==> src/rtl/systolic_drain.sv <==
// Output drain for the systolic array: sweeps matrix_index, requantizes each accumulator lane and
// packs lanes into SRAM write words. Define SYSTOLIC_DRAIN_RELU_EN to fuse a ReLU after saturation.
module systolic_drain #(
  parameter int unsigned ARRAY_SIZE      = 8,
  parameter int unsigned DATA_WIDTH      = 8,
  parameter int unsigned CUM_BITS_EXT    = 5,
  parameter int unsigned ORI_WIDTH       = DATA_WIDTH * 2 + CUM_BITS_EXT,
  parameter int unsigned OUT_WIDTH       = 8,
  parameter int unsigned QUEUE_SIZE      = 4,
  parameter int unsigned QUEUE_COUNT     = (ARRAY_SIZE + QUEUE_SIZE - 1) / QUEUE_SIZE,
  parameter int unsigned SRAM_DATA_WIDTH = 32,
  parameter int unsigned MATRIX_BITS     = 6,
  parameter int unsigned SHIFT_BITS      = 5,
  parameter int unsigned ADDR_BITS       = 10
) (
  input  logic                                   clk,
  input  logic                                   rst,
  input  logic                                   start,
  input  logic [ADDR_BITS-1:0]                   base_addr,
  input  logic [SHIFT_BITS-1:0]                  shift_amt,
  input  logic [ARRAY_SIZE*ORI_WIDTH-1:0]        mul_outcome,
  output logic [MATRIX_BITS-1:0]                 matrix_index,
  output logic                                   sram_wen,
  input  logic                                   sram_wready,
  output logic [ADDR_BITS-1:0]                   sram_waddr,
  output logic [SRAM_DATA_WIDTH*QUEUE_COUNT-1:0] sram_wdata_packed,
  output logic                                   busy,
  output logic                                   done
);

  localparam int unsigned EXT_W     = ORI_WIDTH + 1;
  localparam int unsigned SHIFT_MAX = ORI_WIDTH - 1;
  localparam int unsigned PACK_W    = SRAM_DATA_WIDTH * QUEUE_COUNT;
  localparam logic signed [EXT_W-1:0] SAT_MAX = EXT_W'((1 << (OUT_WIDTH - 1)) - 1);
  localparam logic signed [EXT_W-1:0] SAT_MIN = ~SAT_MAX;
  localparam logic [MATRIX_BITS-1:0]  LAST_IDX = MATRIX_BITS'(ARRAY_SIZE - 1);

  typedef enum logic [1:0] {S_IDLE, S_SWEEP, S_DONE} state_t;

  state_t                          state;
  logic [ADDR_BITS-1:0]            base_lat;
  logic [SHIFT_BITS-1:0]           shift_lat;
  logic                            idx_valid;
  logic                            cap_valid;
  logic [MATRIX_BITS-1:0]          cap_idx;
  logic [ARRAY_SIZE*ORI_WIDTH-1:0] cap_data;
  logic [MATRIX_BITS-1:0]          wr_cnt;
  logic [PACK_W-1:0]               pack_c;
  logic                            advance_c;

  // Round-half-up arithmetic shift in one extra bit, then saturate (and optionally ReLU).
  function automatic logic [OUT_WIDTH-1:0] requant(input logic [ORI_WIDTH-1:0] x,
                                                   input logic [SHIFT_BITS-1:0] s);
    logic signed [EXT_W-1:0] xe;
    logic signed [EXT_W-1:0] rnd;
    logic signed [EXT_W-1:0] t;
    logic [OUT_WIDTH-1:0]    q;
    xe  = {x[ORI_WIDTH-1], x};
    rnd = '0;
    if (s == '0) begin
      t = xe;
    end else begin
      rnd = EXT_W'(1) << (s - SHIFT_BITS'(1));
      t   = (xe + rnd) >>> s;
    end
    if (t > SAT_MAX)      q = SAT_MAX[OUT_WIDTH-1:0];
    else if (t < SAT_MIN) q = SAT_MIN[OUT_WIDTH-1:0];
    else                  q = t[OUT_WIDTH-1:0];
`ifdef SYSTOLIC_DRAIN_RELU_EN
    if (q[OUT_WIDTH-1]) q = '0;
`else
    q = q;
`endif
    return q;
  endfunction

  assign advance_c = !(sram_wen && !sram_wready);

  // Lane L = k*QUEUE_SIZE+i lands in word k, lane 0 of each word in the MSBs.
  for (genvar k = 0; k < QUEUE_COUNT; k++) begin : g_word
    for (genvar i = 0; i < QUEUE_SIZE; i++) begin : g_slot
      localparam int unsigned L   = k * QUEUE_SIZE + i;
      localparam int unsigned POS = k * SRAM_DATA_WIDTH + (QUEUE_SIZE - 1 - i) * OUT_WIDTH;
      if (L < ARRAY_SIZE) begin : g_lane
        assign pack_c[POS +: OUT_WIDTH] = requant(cap_data[L*ORI_WIDTH +: ORI_WIDTH], shift_lat);
      end else begin : g_pad
        assign pack_c[POS +: OUT_WIDTH] = '0;
      end
    end
  end

  always_ff @(posedge clk or posedge rst) begin
    if (rst) begin
      state             <= S_IDLE;
      base_lat          <= '0;
      shift_lat         <= '0;
      matrix_index      <= '0;
      idx_valid         <= 1'b0;
      cap_valid         <= 1'b0;
      cap_idx           <= '0;
      cap_data          <= '0;
      wr_cnt            <= '0;
      sram_wen          <= 1'b0;
      sram_waddr        <= '0;
      sram_wdata_packed <= '0;
      busy              <= 1'b0;
      done              <= 1'b0;
    end else begin
      done <= 1'b0;
      case (state)
        S_IDLE: begin
          if (start) begin
            state        <= S_SWEEP;
            busy         <= 1'b1;
            base_lat     <= base_addr;
            shift_lat    <= (shift_amt > SHIFT_BITS'(SHIFT_MAX)) ? SHIFT_BITS'(SHIFT_MAX) : shift_amt;
            matrix_index <= '0;
            idx_valid    <= 1'b1;
            wr_cnt       <= '0;
          end
        end
        S_SWEEP: begin
          // Index counter -> capture -> output; the whole pipe freezes while a write is refused.
          if (advance_c) begin
            if (idx_valid) begin
              cap_data <= mul_outcome;
              cap_idx  <= matrix_index;
              if (matrix_index == LAST_IDX) idx_valid    <= 1'b0;
              else                          matrix_index <= matrix_index + MATRIX_BITS'(1);
            end
            cap_valid <= idx_valid;
            sram_wen  <= cap_valid;
            if (cap_valid) begin
              sram_waddr        <= base_lat + ADDR_BITS'(cap_idx);
              sram_wdata_packed <= pack_c;
            end
          end
          if (sram_wen && sram_wready) begin
            wr_cnt <= wr_cnt + MATRIX_BITS'(1);
            if (wr_cnt == LAST_IDX) begin
              state <= S_DONE;
              done  <= 1'b1;
            end
          end
        end
        S_DONE: begin
          state <= S_IDLE;
          busy  <= 1'b0;
        end
        default: state <= S_IDLE;
      endcase
    end
  end

endmodule

==> config.mk <==
export PLATFORM = sky130hd
export DESIGN_NAME = systolic_drain
export DESIGN_NICKNAME = d
export VERILOG_FILES = /design/src/rtl/systolic_drain.sv
export SDC_FILE = /design/constraint.sdc
export NUM_CORES = 2
export LEC_CHECK = 0
export ABC_AREA = 1
export CAP_MARGIN = 20
export CORE_MARGIN = 2
export CORE_UTILIZATION = 45
export CTS_CLUSTER_SIZE = 40
export DETAILED_ROUTE_END_ITERATION = 8
export PLACE_DENSITY = 0.63
export SETUP_SLACK_MARGIN = 0.05
export SLEW_MARGIN = 5
export SYNTH_ARGS = -nofsm -noshare
export SYNTH_HDL_FRONTEND = slang
export SYNTH_SLANG_ARGS = --single-unit
export TNS_END_PERCENT = 50
==> constraint.sdc <==
create_clock -name clk -period 28.5 [get_ports clk]
set_input_delay 4.275 -clock clk [delete_from_list [all_inputs] [get_ports clk]]
set_output_delay 4.275 -clock clk [all_outputs]
set_load 0.02 [all_outputs]
==> parameters.txt <==
Parameter                              Value

Setup path
  Stage delay of the slowest cell on the critical path ... 0.96 ns
  Setup slack of the worst register-to-register path ... 21.15 ns
  Crit path max-delay cell type ... sky130_fd_sc_hd__nor2_1
  Cell with the most instances on the worst path ... sky130_fd_sc_hd__nand3_1
  Critical Path, Cell by Cell ... inv_4, nand2_1, nor2_1, nand3_1, inv_1, ha_1, fa_1, nand3_1, a21oi_1, nand3_1, nand4_1, nand3_1, nand3_1, nand3_1, nand2_1, nand2_1, nand3_1, nand3_1, nor2_1, nand3_1, a21oi_1, a21oi_1
  Classification of the worst setup path ... register to register
  Critical path arrival ... 7.82 ns
  Critical Path RT ... 28.97 ns
  Type of element capturing the critical path ... register
  Delay-heaviest family, CP ... simple AND/OR/NAND/NOR gates
  Peak fanout along the critical path ... 85
  Critical path buffers and inverters ... 2
  Critical Path Source Type ... register

Route
  WL per Instance ... 21.38 um
  Drt pass-1 iters ... 9
  Final routed wirelength across all metal layers ... 151.4 mm
  Post-DRT Antenna Nets ... 0
  Number of vias in the routed layout ... 41390
  DRC errors left ... 18
  Detailed router's first-iteration violation count ... 4822
  Ratio of routed vias to standard cells ... 5.846

Yosys
  Post-synthesis instance total ... 5978
  Share of flip-flops with an asynchronous set or reset ... 100.0%
  Post-synthesis instance area ... 33290 um^2
  Yosys reg bits ... 282
  Primary flip-flop cell chosen by synthesis mapping ... sky130_fd_sc_hd__dfrtp_1
  Post-synthesis cell type count ... 68
  Mean instance size in the synthesized netlist ... 5.569 um^2
  Part of the Yosys area used for sequential elements ... 21.20%
  Synthesized netlist net count ... 6254
  Synthesis Warnings ... 0
  Number of enable flip-flop cells after synthesis ... 0

Placement
  Post-placement worst setup slack ... 21.25 ns
  Placed Area ... 36610 um^2
  Weighted congestion at the end of routability-driven global placement ... 1.025
  Detail Placement HPWL ... 113.2 mm
  Port Buffers ... 269

GRT
  Pin count of the biggest net entering global routing ... 101
  Via count of the first global-routing pass ... 38390
  First-pass GRT wire length ... 229.0 mm
  Congestion Overflow GR ... 0
  Antenna violations before repair ... 2
  Global routing usage summed across all routing layers ... 38.66%

Finish
  Final layout net count ... 6364
  Final Util ... 51.90%
  Post-route design area ... 37930 um^2
  Proportion of layout cells with a drive suffix above 1 ... 4.201%
  P&R area growth vs syn ... 13.92%

STA
  Clock Skews ... 0.02353 ns
  Unrepaired setup endpoints after global routing ... false
  Final worst setup slack ... 21.15 ns
  Fmax achieved ... 136.0 MHz
  Slew at the pin closest to its max-slew limit ... 1.254 ns
  Number of failing setup endpoints in the final timing report ... 0
  Share of the clock period used by the worst path ... 25.80%
  Slew Limit Fails ... 0
  Endpoints failing hold ... 0
  Setup total negative slack ... 0 ns
  Max-slew headroom at the worst pin ... 16.06%
  Minimum clock period ... 7.353 ns

Power and ir drop
  Net Sw Power ... 3.319 mW
  Seq pwr share ... 15.2%
  Standby leakage power ... 19.75 nW
  Switching part of the total ... 61.23%
  Logic pwr share ... 75.4%
  Cell internal power dissipation ... 2.102 mW
  Peak supply drop ... 96.28 uV
  Total power density per cell area ... 142.9 nW/um^2
  Clock share of power ... 9.4%

CTS
  Number of buffers inserted by hold repair at cts ... 0
  Clock tree root driver cell ... sky130_fd_sc_hd__clkbuf_16
  Post-CTS Setup Inserts ... 0
  Clock latency of the later-clocked register in the worst-skew pair ... 0.60 ns
  TritonCTS clock tree ... done
  Longest Clk Path Bufs ... 3
  Num CTS Buffers ... 39
  Clock transition at the registers of the reported paths ... 0.06 ns
  PostCTS Resize Cnt ... 0
  Clk sink count ... 282
  H-tree level count ... 2

Die
  Chip Height ... 276 um
  Core outline area ... 73080 um^2
  Die area ... 76180 um^2
  Number of top-level pins ... 270
  Die extent in x ... 276 um
  Starting density of the core ... 45.56%
  Number of placement rows ... 99

Run status
  Status ... complete, but fails checks
  Violations in the final reports ... DRC

Job
  Count of maximum capacitance violations ... 0

Min path
  Class of the worst hold path ... register to register
==> routing by layer <==
metal / GRT usage [%] / share of wire [%]
met3: 7.588 / 9.7
met5: 0 / 0.0073
met1: 51.59 / 42
met2: 58.52 / 42
met4: 21.54 / 6.0
==> final timing paths <==
kind	from	endpoint	cells past startpoint
max	shift_lat[1]	sram_wdata_packed[8]	22
min	busy	busy	2
max reg2reg	shift_lat[1]	sram_wdata_packed[8]	22
min reg2reg	busy	busy	2
max in group asynchronous	rst	shift_lat[0]	4
min in group asynchronous	rst	wr_cnt[5]	2
==> registers in the layout (all words and copies together), names as in the netlist, 2 cells and up <==
register and cells:
sram_wdata_packed 64, matrix_index 6, cap_data 168, state 2, wr_cnt 6, shift_lat 5
sram_waddr 10, base_lat 10, cap_idx 6
==> cell usage after synthesis (4+ instances only) <==
master / n / share of area, %
sky130_fd_sc_hd__a211oi_1: 4 / 0.090
sky130_fd_sc_hd__o311ai_0: 4 / 0.11
sky130_fd_sc_hd__inv_2: 34 / 0.38
sky130_fd_sc_hd__a21oi_1: 232 / 3.5
sky130_fd_sc_hd__a22oi_1: 7 / 0.16
sky130_fd_sc_hd__buf_2: 14 / 0.21
sky130_fd_sc_hd__o221ai_1: 10 / 0.26
sky130_fd_sc_hd__nor3_1: 51 / 0.77
sky130_fd_sc_hd__buf_4: 5 / 0.11
sky130_fd_sc_hd__nor2_2: 27 / 0.51
sky130_fd_sc_hd__nand4_1: 79 / 1.5
sky130_fd_sc_hd__xnor2_1: 11 / 0.29
sky130_fd_sc_hd__nor2_4: 6 / 0.20
sky130_fd_sc_hd__buf_1: 81 / 0.91
sky130_fd_sc_hd__o21ai_0: 345 / 5.2
sky130_fd_sc_hd__ha_1: 80 / 3.0
sky130_fd_sc_hd__clkbuf_1: 130 / 1.5
sky130_fd_sc_hd__nand3_2: 12 / 0.36
sky130_fd_sc_hd__inv_1: 578 / 6.5
sky130_fd_sc_hd__fa_1: 9 / 0.54
sky130_fd_sc_hd__o21a_1: 5 / 0.11
sky130_fd_sc_hd__o2111ai_1: 8 / 0.21
sky130_fd_sc_hd__a32oi_1: 16 / 0.42
sky130_fd_sc_hd__a31oi_1: 21 / 0.39
sky130_fd_sc_hd__o21bai_1: 18 / 0.41
sky130_fd_sc_hd__nand2_1: 2195 / 25
sky130_fd_sc_hd__a21boi_0: 7 / 0.16
sky130_fd_sc_hd__nand3b_1: 15 / 0.34
sky130_fd_sc_hd__o211ai_1: 14 / 0.32
sky130_fd_sc_hd__o22ai_1: 5 / 0.094
sky130_fd_sc_hd__o31ai_1: 13 / 0.29
sky130_fd_sc_hd__buf_6: 7 / 0.24
sky130_fd_sc_hd__nand2_2: 30 / 0.56
sky130_fd_sc_hd__nor2_1: 394 / 4.4
sky130_fd_sc_hd__a21o_1: 20 / 0.45
sky130_fd_sc_hd__xor2_1: 47 / 1.2
sky130_fd_sc_hd__o21ai_1: 29 / 0.44
sky130_fd_sc_hd__dfrtp_1: 282 / 21
sky130_fd_sc_hd__nand3_1: 1069 / 16
sky130_fd_sc_hd__a21boi_1: 11 / 0.25
sky130_fd_sc_hd__a21oi_2: 6 / 0.16
==> cell families after synthesis <==
logic type | after synthesis | share of synthesized area [%]
adder cells (fa/ha/maj) | 89 | 3.548
buffers and inverters | 854 | 9.914
AND/OR/NAND/NOR | 3903 | 50.31
multiplexers | 1 | 0.03007
AO/OA/AOI/OAI | 791 | 13.47
flip-flops | 282 | 21.20
XOR/XNOR | 58 | 1.526
==> cell type report <==
cell class	count	area (um^2)
Clock inverter	21	225.2
Tap cell	959	1200
Multi-Input combinational cell	4842	23010
Clock buffer	49	1084
Fill cell	7926	35150
Antenna cell	4	10.01
Inverter	617	2345
Timing Repair Buffer	306	2990
Sequential cell	282	7069
==> worst register-to-register path: stages (launching register included) <==
cell                      delay [ns]
sky130_fd_sc_hd__dfrtp_4        0.65
sky130_fd_sc_hd__inv_4          0.74
sky130_fd_sc_hd__nand2_1        0.67
sky130_fd_sc_hd__nor2_1         0.96
sky130_fd_sc_hd__nand3_1        0.15
sky130_fd_sc_hd__inv_1          0.65
sky130_fd_sc_hd__ha_1           0.43
sky130_fd_sc_hd__fa_1           0.32
sky130_fd_sc_hd__nand3_1        0.13
sky130_fd_sc_hd__a21oi_1        0.48
sky130_fd_sc_hd__nand3_1        0.27
sky130_fd_sc_hd__nand4_1        0.21
sky130_fd_sc_hd__nand3_1        0.13
sky130_fd_sc_hd__nand3_1        0.17
sky130_fd_sc_hd__nand3_1        0.11
sky130_fd_sc_hd__nand2_1        0.18
sky130_fd_sc_hd__nand2_1        0.07
sky130_fd_sc_hd__nand3_1        0.17
sky130_fd_sc_hd__nand3_1        0.10
sky130_fd_sc_hd__nor2_1         0.12
sky130_fd_sc_hd__nand3_1        0.15
sky130_fd_sc_hd__a21oi_1        0.26
sky130_fd_sc_hd__a21oi_1        0.11
==> power groups by stage <==
stage | Clock (mW) | Sequential (mW) | Combinational [mW]
after floorplan | 0 | 0.768 | 2.80
after global placement | 0 | 0.823 | 3.95
after detailed placement | 0 | 0.818 | 3.96
after CTS | 0.517 | 0.816 | 3.98
after global routing | 0.534 | 0.839 | 4.52
final | 0.510 | 0.826 | 4.09
==> stage by stage <==
step,hold WS [ns],std cells,total power [mW]
final,0.4750,7080,5.422
after global routing,0.5049,7076,5.891
after CTS,0.4774,7076,5.310
after detailed placement,0.4631,7006,4.774
after global placement,0.4590,7005,4.770
after floorplan,0.4553,5978,3.568
==> cell usage in the layout, fill, tap and decap left out, types with 10 or more instances in the layout <==
| cell | n |
|---|---|
| sky130_fd_sc_hd__nor2_2 | 25 |
| sky130_fd_sc_hd__clkbuf_16 | 39 |
| sky130_fd_sc_hd__o211ai_1 | 14 |
| sky130_fd_sc_hd__nand4_1 | 79 |
| sky130_fd_sc_hd__nor3_1 | 48 |
| sky130_fd_sc_hd__a21oi_1 | 232 |
| sky130_fd_sc_hd__buf_4 | 36 |
| sky130_fd_sc_hd__o21ai_0 | 345 |
| sky130_fd_sc_hd__inv_2 | 32 |
| sky130_fd_sc_hd__o31ai_1 | 13 |
| sky130_fd_sc_hd__o221ai_1 | 10 |
| sky130_fd_sc_hd__o21bai_1 | 18 |
| sky130_fd_sc_hd__nand3_1 | 1069 |
| sky130_fd_sc_hd__dfrtp_1 | 278 |
| sky130_fd_sc_hd__nor2_4 | 13 |
| sky130_fd_sc_hd__o21ai_1 | 29 |
| sky130_fd_sc_hd__a21o_1 | 20 |
| sky130_fd_sc_hd__xor2_1 | 47 |
| sky130_fd_sc_hd__nand2_1 | 2195 |
| sky130_fd_sc_hd__nand3_2 | 11 |
| sky130_fd_sc_hd__nor2_1 | 389 |
| sky130_fd_sc_hd__ha_1 | 80 |
| sky130_fd_sc_hd__a21boi_1 | 11 |
| sky130_fd_sc_hd__xnor2_1 | 11 |
| sky130_fd_sc_hd__a31oi_1 | 21 |
| sky130_fd_sc_hd__a32oi_1 | 16 |
| sky130_fd_sc_hd__clkdlybuf4s50_1 | 269 |
| sky130_fd_sc_hd__nand2_2 | 30 |
| sky130_fd_sc_hd__inv_1 | 575 |
| sky130_fd_sc_hd__nand3b_1 | 15 |
No activity file was read; power rests on OpenSTA's default activity.
